<file path="config.mk">
export PLATFORM = sky130hd
export DESIGN_NAME = seq_chunk_addsub
export DESIGN_NICKNAME = d
export VERILOG_FILES = /design/src/rtl/seq_chunk_addsub.sv
export SDC_FILE = /design/constraint.sdc
export NUM_CORES = 1
export LEC_CHECK = 0
export ABC_AREA = 1
export CORE_MARGIN = 4
export CORE_UTILIZATION = 58
export DETAILED_ROUTE_END_ITERATION = 16
export PLACE_DENSITY = 0.85
export SYNTH_ARGS = -nofsm -noshare
export SYNTH_HDL_FRONTEND = slang
export SYNTH_SLANG_ARGS = --single-unit
</file>
<file path="constraint.sdc">
create_clock -name clk -period 4.6 [get_ports clk]
set_input_delay 0.69 -clock clk [delete_from_list [all_inputs] [get_ports clk]]
set_output_delay 0.69 -clock clk [all_outputs]
set_load 0.05 [all_outputs]
</file>
<file path="src/rtl/seq_chunk_addsub.sv">
// Multi-cycle adder/subtractor: processes CHUNK bits per clock and keeps the
// carry in a register between chunks, with start/busy/done handshake and flags.
module seq_chunk_addsub #(
  parameter int unsigned WIDTH = 32,
  parameter int unsigned CHUNK = 8
) (
  input  logic             clk,
  input  logic             rst_n,
  input  logic             start,
  input  logic             sub,
  input  logic [WIDTH-1:0] in1,
  input  logic [WIDTH-1:0] in2,
  input  logic             cin,
  output logic             busy,
  output logic             done,
  output logic [WIDTH-1:0] sum,
  output logic             cout,
  output logic             overflow,
  output logic             zero
);

  localparam int unsigned NCHUNK = WIDTH / CHUNK;
  localparam int unsigned IW     = (NCHUNK > 1) ? $clog2(NCHUNK) : 1;
  localparam int unsigned OW     = (WIDTH > 1) ? $clog2(WIDTH) : 1;

  typedef enum logic {IDLE = 1'b0, RUN = 1'b1} state_t;

  state_t           state, state_d;
  logic [IW-1:0]    idx;
  logic [WIDTH-1:0] op_a, op_b, acc;
  logic             carry;

  logic             load_c, step_c, last_c;
  logic [OW-1:0]    off;
  logic [CHUNK-1:0] ca, cb;
  logic [CHUNK:0]   cs;
  logic [WIDTH-1:0] acc_n;
  logic             msb_cin;

  // State register
  always_ff @(posedge clk or negedge rst_n) begin
    if (!rst_n) state <= IDLE;
    else        state <= state_d;
  end

  // Next-state logic
  always_comb begin
    state_d = state;
    case (state)
      IDLE:    if (start)  state_d = RUN;
      RUN:     if (last_c) state_d = IDLE;
      default: state_d = IDLE;
    endcase
  end

  // Control decode
  always_comb begin
    load_c = 1'b0;
    step_c = 1'b0;
    last_c = 1'b0;
    case (state)
      IDLE: load_c = start;
      RUN: begin
        step_c = 1'b1;
        last_c = (idx == IW'(NCHUNK - 1));
      end
      default: ;
    endcase
  end

  // One chunk of the ripple add; msb_cin is only meaningful on the last chunk
  always_comb begin
    off     = OW'(idx * CHUNK);
    ca      = op_a[off +: CHUNK];
    cb      = op_b[off +: CHUNK];
    cs      = {1'b0, ca} + {1'b0, cb} + {{CHUNK{1'b0}}, carry};
    acc_n   = acc;
    acc_n[off +: CHUNK] = cs[CHUNK-1:0];
    msb_cin = ca[CHUNK-1] ^ cb[CHUNK-1] ^ cs[CHUNK-1];
  end

  // Datapath and result registers
  always_ff @(posedge clk or negedge rst_n) begin
    if (!rst_n) begin
      idx      <= '0;
      op_a     <= '0;
      op_b     <= '0;
      acc      <= '0;
      carry    <= 1'b0;
      sum      <= '0;
      cout     <= 1'b0;
      overflow <= 1'b0;
      zero     <= 1'b0;
      done     <= 1'b0;
    end else begin
      done <= last_c;
      if (load_c) begin
        op_a  <= in1;
        op_b  <= sub ? ~in2 : in2;
        carry <= sub | cin;
        idx   <= '0;
      end
      if (step_c) begin
        acc   <= acc_n;
        carry <= cs[CHUNK];
        idx   <= last_c ? '0 : idx + IW'(1);
      end
      if (last_c) begin
        sum      <= acc_n;
        cout     <= cs[CHUNK];
        overflow <= msb_cin ^ cs[CHUNK];
        zero     <= (acc_n == '0);
      end
    end
  end

  assign busy = (state == RUN);

endmodule

</file>
==> results by group, run 1 <==
Synthesis
  – Distinct cell type count after synthesis: 30
  – Ys Warns: 0
  – Synth Area in Adders: 0.0285
  – Syn nets: 918
  – Yosys top cell by area: dfrtp_1
  – Mapped Cells: 835
  – Seq cells post-synth: 135
  – Post-synthesis mux area share: 0
  – Top cells by area, synth: dfrtp_1 (51%), nand2_1 (17%), o21ai_0 (8.6%)
  – Largest family of logic cells by synthesized area: simple AND/OR/NAND/NOR gates
  – Simple-Gate Fraction of Synth Area: 0.250
  – Mapped Area: 6670 um^2
  – Number of synthesized flops with an enable pin: 0
  – Synth Area per Inst: 7.98 um^2
  – Synth Flop Type: dfrtp_1
  – Seq/Total Area, Yosys: 0.507
  – Synth top area share: 0.507
  – Post-synthesis async set-or-reset flop share: 1.00
  – Post-synthesis xor/xnor area fraction: 0.0447
  – Synth Area in Compound Gates: 0.114

Floorplan
  – Die W: 115 um
  – Die area: 13300 um^2
  – Floorplan row count: 38
  – Top Ports: 106
  – Die height: 115 um
  – Core box area: 11000 um^2
  – Starting Density: 0.604

Detailed routing
  – Drt drc: 0
  – Drt wl/cell: 15.7 um
  – Routed vias: 5915
  – Via density: 5.49
  – Detail Route Antenna Nets: 0
  – Total routed wirelength: 16900 um
  – DRT Pass-1 Iters: 5
  – Drt initial violations: 676

Timing
  – Final worst-path cycle share: 0.791
  – RSZ-0062 raised after global routing: false
  – Worst-Margin Slew: 0.919 ns
  – Skew final: 0.00580 ns
  – Final hold violation count: 0
  – Max-slew headroom: 0.386
  – Setup total negative slack: 0 ns
  – Fmax: 0.275 GHz
  – Setup violators final: 0
  – Final min period: 3.64 ns
  – Slew Limit Fails: 0

Hold path
  – Min-delay worst type: in -> async

Setup path
  – Slowest cell on the critical path: dfrtp_1
  – Worst EP arrival: 3.99 ns
  – Worst path required time: 4.95 ns
  – Crit-path most repeated cell: nand2_1
  – Startpoint Class: register
  – Delay of the slowest critical-path stage: 0.76 ns
  – Critical path type: reg -> reg
  – Setup crit end kind: register
  – Worst-path cell chain: inv_1, o21ai_0, o22ai_1, fa_1, fa_1, nand2_2, nand2_2, nand3_2, nand3_1, nand3_1, nor2_1, nand2_1, nand2_1, nor2_1, nand2_1, nor2_1, nand2_1, nand2_1
  – Worst Path Max Fanout: 20

Pwr
  – Total power: 7.07 mW
  – Cell Pwr Density: 842 nW/um^2
  – VDD IR max: 0.000523 V
  – Leakage: 4.01 nW
  – Seq pwr share: 0.283
  – Combinational power share: 0.511
  – Clock Power Share: 0.206
  – NetSw: 3.29 mW
  – Int Power: 3.78 mW
  – Sw Ratio: 0.466

GRT
  – First-pass GRT wire length: 27400 um
  – Largest net degree at the start of global routing: 98
  – Antenna violations before repair: 0
  – GRT Total Usage: 0.264
  – Vias in the first global route: 5722
  – Total gr overflow: 0

Run status
  – Status: completed

Layout
  – Most frequent cells in the layout: nand2_1 (303), dfrtp_1 (135), o21ai_0 (114)
  – Number of diodes: 0
  – Most common cell after layout, fill and taps aside: nand2_1
  – Fillers: 791
  – # nets final: 1007
  – Final core utilization: 0.762
  – P&R area growth vs syn: 26.1%
  – Share of layout cells above drive strength 1: 0.0566

Placed design
  – Post-DP HPWL: 11800 um
  – IO buf count: 105
  – RePlAce Congestion: 0.967

Clock tree
  – CTS Sinks: 135
  – Worst-Skew Late Latency: 0.42 ns
  – Clk slew on worst S/H paths: 0.06 ns
  – Post-cts resize count: 0
  – Cts hold-fix bufs: 0
  – CTS tree: done
  – Post-CTS Repair Setup Buffers: 0
  – Root buffer cell: clkbuf_16
  – H-tree depth: 4
  – CTS Buffer Depth: 2
  – CTS buffer count: 17

Job
  – Max-cap violations: 0
flip-flops by register name (all words and copies together), names as in the netlist:
name,count
cout,1
idx,2
acc,31
sum,32
op_a,32
done,1
overflow,1
busy,1
op_b,32
zero,1
carry,1
synthesized netlist by cell type (3+ instances only):
library cell,n
nand2_1,304
dfrtp_1,135
o21ai_0,114
nor2_1,68
inv_1,47
xnor2_1,32
clkbuf_1,28
nand3_1,21
o22ai_1,18
ha_1,12
nand4_1,11
buf_2,9
a31oi_1,5
a21oi_1,4
nand3_2,4
nand2_2,3
path summary, 6_finish.rpt:
check	cells after the start	start	slack [ns]	end
worst min register to register	2	sum[24]	0.48	sum[24]
worst max register to register	18	idx[1]	0.96	zero
worst min-delay path	1	rst_n	0.36	sum[28]
worst max-delay path	18	idx[1]	0.96	zero
max in group asynchronous	2	rst_n	3.37	op_b[30]
min in group clk	2	sum[24]	0.48	sum[24]
critical path, delay by kind of cell (launching register included):
family	cells	cell delay, ns
AOI/OAI and AO/OA	2	0.30
adders and majority gates	2	0.92
DFF	1	0.76
and+or+nand+nor	13	1.10
buffers and inverters	1	0.49
per-layer routing:
layer | GRT usage | part of all wire | vias up | wire, um
li1 | - | - | 2842 | -
met1 | 0.336 | 0.41 | 2776 | 6890
met2 | 0.443 | 0.50 | 246 | 8420
met3 | 0.0542 | 0.062 | 51 | 1040
met4 | 0.103 | 0.031 | 0 | 524
met5 | 0 | 0 | - | 0
final cells by class:
| cell class | count | area, um^2 | area share |
|---|---|---|---|
| well taps | 140 | 175 | 0.0208 |
| repair buffers | 111 | 1100 | 0.131 |
| inverters | 51 | 191 | 0.0228 |
| flip-flops and latches | 135 | 3380 | 0.402 |
| clock inverters | 14 | 199 | 0.0237 |
| clock buffers | 18 | 439 | 0.0523 |
| multi-input cells | 608 | 2920 | 0.347 |
kinds of logic after synthesis:
logic type,after synthesis
buf+inv,92
xor+xnor,34
fa+ha+maj,14
flops,135
compound gates,144
simple gates,416
per-stage QoR:
step | cell area [um^2] | hold WS (ns) | std cells | setup WS (ns)
6_report | 8400 | 0.356 | 1077 | 0.964
5_1_grt | 8400 | 0.422 | 1077 | 0.640
4_1_cts | 8400 | 0.387 | 1077 | 1.00
3_5_place_dp | 7760 | 0.461 | 1045 | 1.10
3_3_place_gp | 7760 | 0.460 | 1045 | 1.22
2_1_floorplan | 6670 | 0.394 | 835 | 1.70
power groups by stage:
stage | logic, mW | clock network (mW) | registers (mW)
6_report | 3.61 | 1.45 | 2.00
5_1_grt | 4.00 | 1.52 | 2.05
4_1_cts | 3.59 | 1.46 | 2.00
3_5_place_dp | 3.56 | 0 | 2.00
3_3_place_gp | 3.49 | 0 | 1.99
2_1_floorplan | 2.18 | 0 | 2.32
(Power assumes the default switching activity.)
==> run 2: changes to the inputs <==
--- a/config.mk
+++ b/config.mk
@@ -7,9 +7,9 @@
 export LEC_CHECK = 0
 export ABC_AREA = 1
 export CORE_MARGIN = 4
-export CORE_UTILIZATION = 58
+export CORE_UTILIZATION = 54
 export DETAILED_ROUTE_END_ITERATION = 16
-export PLACE_DENSITY = 0.85
+export PLACE_DENSITY = 0.8
 export SYNTH_ARGS = -nofsm -noshare
 export SYNTH_HDL_FRONTEND = slang
 export SYNTH_SLANG_ARGS = --single-unit
==> constraint.sdc (replaced) <==
create_clock -name clk -period 3.8 [get_ports clk]
set_input_delay 0.57 -clock clk [delete_from_list [all_inputs] [get_ports clk]]
set_output_delay 0.57 -clock clk [all_outputs]
set_load 0.05 [all_outputs]
==> results by group, run 2 (synthesis gave the netlist of run 1 again) <==
Run status
  – Status: completed (unchanged)

Hold path
  – Min-delay worst type: in -> async (unchanged)

Pwr
  – Seq pwr share: 0.288 (was 0.283)
  – Sw Ratio: 0.462 (was 0.466)
  – Combinational power share: 0.516 (was 0.511)
  – Cell Pwr Density: 994 nW/um^2 (was 842 nW/um^2)
  – NetSw: 3.87 mW (was 3.29 mW)
  – Clock Power Share: 0.196 (was 0.206)
  – VDD IR max: 0.000492 V (was 0.000523 V)
  – Int Power: 4.50 mW (was 3.78 mW)
  – Leakage: 4.01 nW (about the same)

Clock tree
  – CTS Buffer Depth: 2 (unchanged)
  – Worst-Skew Late Latency: 0.42 ns (about the same)
  – Post-cts resize count: 0 (unchanged)
  – Clk slew on worst S/H paths: 0.06 ns (about the same)
  – H-tree depth: 4 (unchanged)
  – Root buffer cell: clkbuf_16 (unchanged)
  – CTS Sinks: 135 (unchanged)
  – Cts hold-fix bufs: 0 (unchanged)
  – Post-CTS Repair Setup Buffers: 0 (unchanged)
  – CTS tree: done (unchanged)
  – CTS buffer count: 17 (unchanged)

Timing
  – Setup ws final: 0.561 ns (was 0.964 ns)
  – Slew Limit Fails: 0 (unchanged)
  – Final worst-path cycle share: 0.852 (was 0.791)
  – Max-slew headroom: 0.415 (was 0.386)
  – Setup total negative slack: 0 ns (unchanged)
  – Skew final: 0.00747 ns (was 0.00580 ns)
  – Final hold violation count: 0 (unchanged)
  – Worst-Margin Slew: 0.877 ns (was 0.919 ns)
  – Final min period: 3.24 ns (was 3.64 ns)
  – Fmax: 0.309 GHz (was 0.275 GHz)
  – RSZ-0062 raised after global routing: false (unchanged)
  – Setup violators final: 0 (unchanged)

Detailed routing
  – Detail Route Antenna Nets: 0 (unchanged)
  – Via density: 5.27 (was 5.49)
  – Total routed wirelength: 16500 um (was 16900 um)
  – Drt wl/cell: 14.9 um (was 15.7 um)
  – Drt initial violations: 520 (was 676)
  – Routed vias: 5844 (was 5915)
  – Drt drc: 0 (unchanged)
  – DRT Pass-1 Iters: 5 (unchanged)

Setup path
  – Worst Path Max Fanout: 22 (was 20)
  – Delay of the slowest critical-path stage: 0.46 ns (was 0.76 ns)
  – Worst Path Buf+Inv: 2 (was 1)
  – Worst EP arrival: 3.55 ns (was 3.99 ns)
  – Top Family by Delay on Critical Path: simple AND/OR/NAND/NOR gates (unchanged)
  – Setup crit end kind: register (unchanged)
  – Startpoint Class: register (unchanged)
  – R2R depth: 18 (unchanged)
  – R2R setup slack: 0.56 ns (was 0.96 ns)
  – Slowest cell on the critical path: fa_1 (was dfrtp_1)
  – Reg-to-reg startpoint: idx[0] (was idx[1])
  – Worst path required time: 4.11 ns (was 4.95 ns)
  – Worst-path cell chain: buf_4, inv_2, o21ai_0, o22ai_1, fa_1, fa_1, nand2_2, nand2_2, nand3_2, nand2_1, nand2_2, nand3_1, nor3_1, nor2_1, nand3_1, nor2_1, nand2_1, nand2_1 (was inv_1, o21ai_0, o22ai_1, fa_1, fa_1, nand2_2, nand2_2, nand3_2, nand3_1, nand3_1, nor2_1, nand2_1, nand2_1, nor2_1, nand2_1, nor2_1, nand2_1, nand2_1)
  – Critical path type: reg -> reg (unchanged)
  – FF-to-FF End: zero (unchanged)

Floorplan
  – Core box area: 12100 um^2 (was 11000 um^2)
  – Top Ports: 106 (unchanged)
  – Floorplan row count: 40 (was 38)
  – Die area: 14200 um^2 (was 13300 um^2)
  – Die height: 119 um (was 115 um)
  – Starting Density: 0.553 (was 0.604)
  – Die W: 119 um (was 115 um)

GRT
  – Largest net degree at the start of global routing: 98 (unchanged)
  – Vias in the first global route: 5663 (was 5722)
  – GRT Total Usage: 0.242 (was 0.264)
  – Total gr overflow: 0 (unchanged)
  – Antenna violations before repair: 0 (unchanged)
  – First-pass GRT wire length: 27400 um (about the same)

Placed design
  – Dpl ws: 0.626 ns (was 1.10 ns)
  – Inst Count DP: 1076 (was 1045)
  – Post-DP HPWL: 11900 um (was 11800 um)
  – RePlAce Congestion: 0.914 (was 0.967)
  – IO buf count: 105 (unchanged)

Layout
  – # nets final: 1010 (was 1007)
  – Most common cell after layout, fill and taps aside: nand2_1 (unchanged)
  – Number of diodes: 0 (unchanged)
  – Share of layout cells above drive strength 1: 0.0585 (was 0.0566)
  – P&R area growth vs syn: 26.4% (was 26.1%)
  – Top flop regs: op_a: 32 flops, op_b: 32 flops, sum: 32 flops (unchanged)
  – Final instance count without filler cells: 1108 (was 1077)
  – Most frequent cells in the layout: nand2_1 (303), dfrtp_1 (135), o21ai_0 (114) (unchanged)

Job
  – Max-cap violations: 0 (unchanged)
[run 2: changes by cell type in the layout (fill, tap and decap cells not counted), sizes merged]
cell	delta
clkbuf	+4
buf	+3
clkinvlp	+1
bufinv	-2
clkinv	-1
inv	-2
[run 2: worst max-delay path by stage]
stage,from,end,slack (ns),cells after the start
after global placement,idx[0],zero,0.68,18
after global routing,idx[0],zero,0.29,18
after floorplan,idx[0],zero,0.90,19
after CTS,idx[0],zero,0.61,18
after detailed placement,idx[0],zero,0.63,18
final,idx[0],zero,0.56,18
[run 2: layout make-up]
cell class                      instances  area [um^2]
Fill cell                             996         3640
Sequential cell                       135         3380
Multi-Input combinational cell        608         2920
Timing Repair Buffer                  114         1120
Clock buffer                           22          484
Tap cell                              168          210
Inverter                               51          191
Clock inverter                         10          120
[run 2: layer usage]
metal  routed length [um]  global-route usage  up-vias
met5                    0                   0        -
met4                  415              0.0840        0
met3                  926              0.0594       35
met2                 8190               0.407      200
met1                 6990               0.307     2753
li1                     -                   -     2856
[run 2: metrics by stage]
step / util / power [mW] / hold WS [ns] / instance area [um^2]
6_report: 0.699 / 8.38 / 0.153 / 8430
5_1_grt: 0.699 / 9.03 / 0.184 / 8430
4_1_cts: 0.699 / 8.38 / 0.163 / 8430
3_5_place_dp: 0.648 / 6.71 / 0.466 / 7820
3_3_place_gp: 0.648 / 6.61 / 0.459 / 7820
2_1_floorplan: - / 5.45 / 0.274 / 6670
[run 2: power groups by stage]
stage | sequential, mW | clock, mW | combinational, mW
6_report | 2.41 | 1.64 | 4.32
5_1_grt | 2.48 | 1.74 | 4.81
4_1_cts | 2.41 | 1.66 | 4.31
3_5_place_dp | 2.41 | 0 | 4.30
3_3_place_gp | 2.40 | 0 | 4.21
2_1_floorplan | 2.81 | 0 | 2.64
[run 2: worst register-to-register path: cells and delay by family (launching register included)]
family | cells | cell delay, ns
AO/OA/AOI/OAI | 2 | 0.30
adder cells (fa/ha/maj) | 2 | 0.91
buffers and inverters | 2 | 0.37
flip-flops | 1 | 0.35
AND/OR/NAND/NOR | 12 | 1.20
==> run 3: changes to the inputs <==
--- a/config.mk
+++ b/config.mk
@@ -6,6 +6,7 @@
 export NUM_CORES = 1
 export LEC_CHECK = 0
 export ABC_AREA = 1
+export CAP_MARGIN = 5
 export CORE_MARGIN = 4
 export CORE_UTILIZATION = 54
 export DETAILED_ROUTE_END_ITERATION = 16
==> results of run 3 <==
The final DEF is identical to that of run 2; final timing and power are the same.
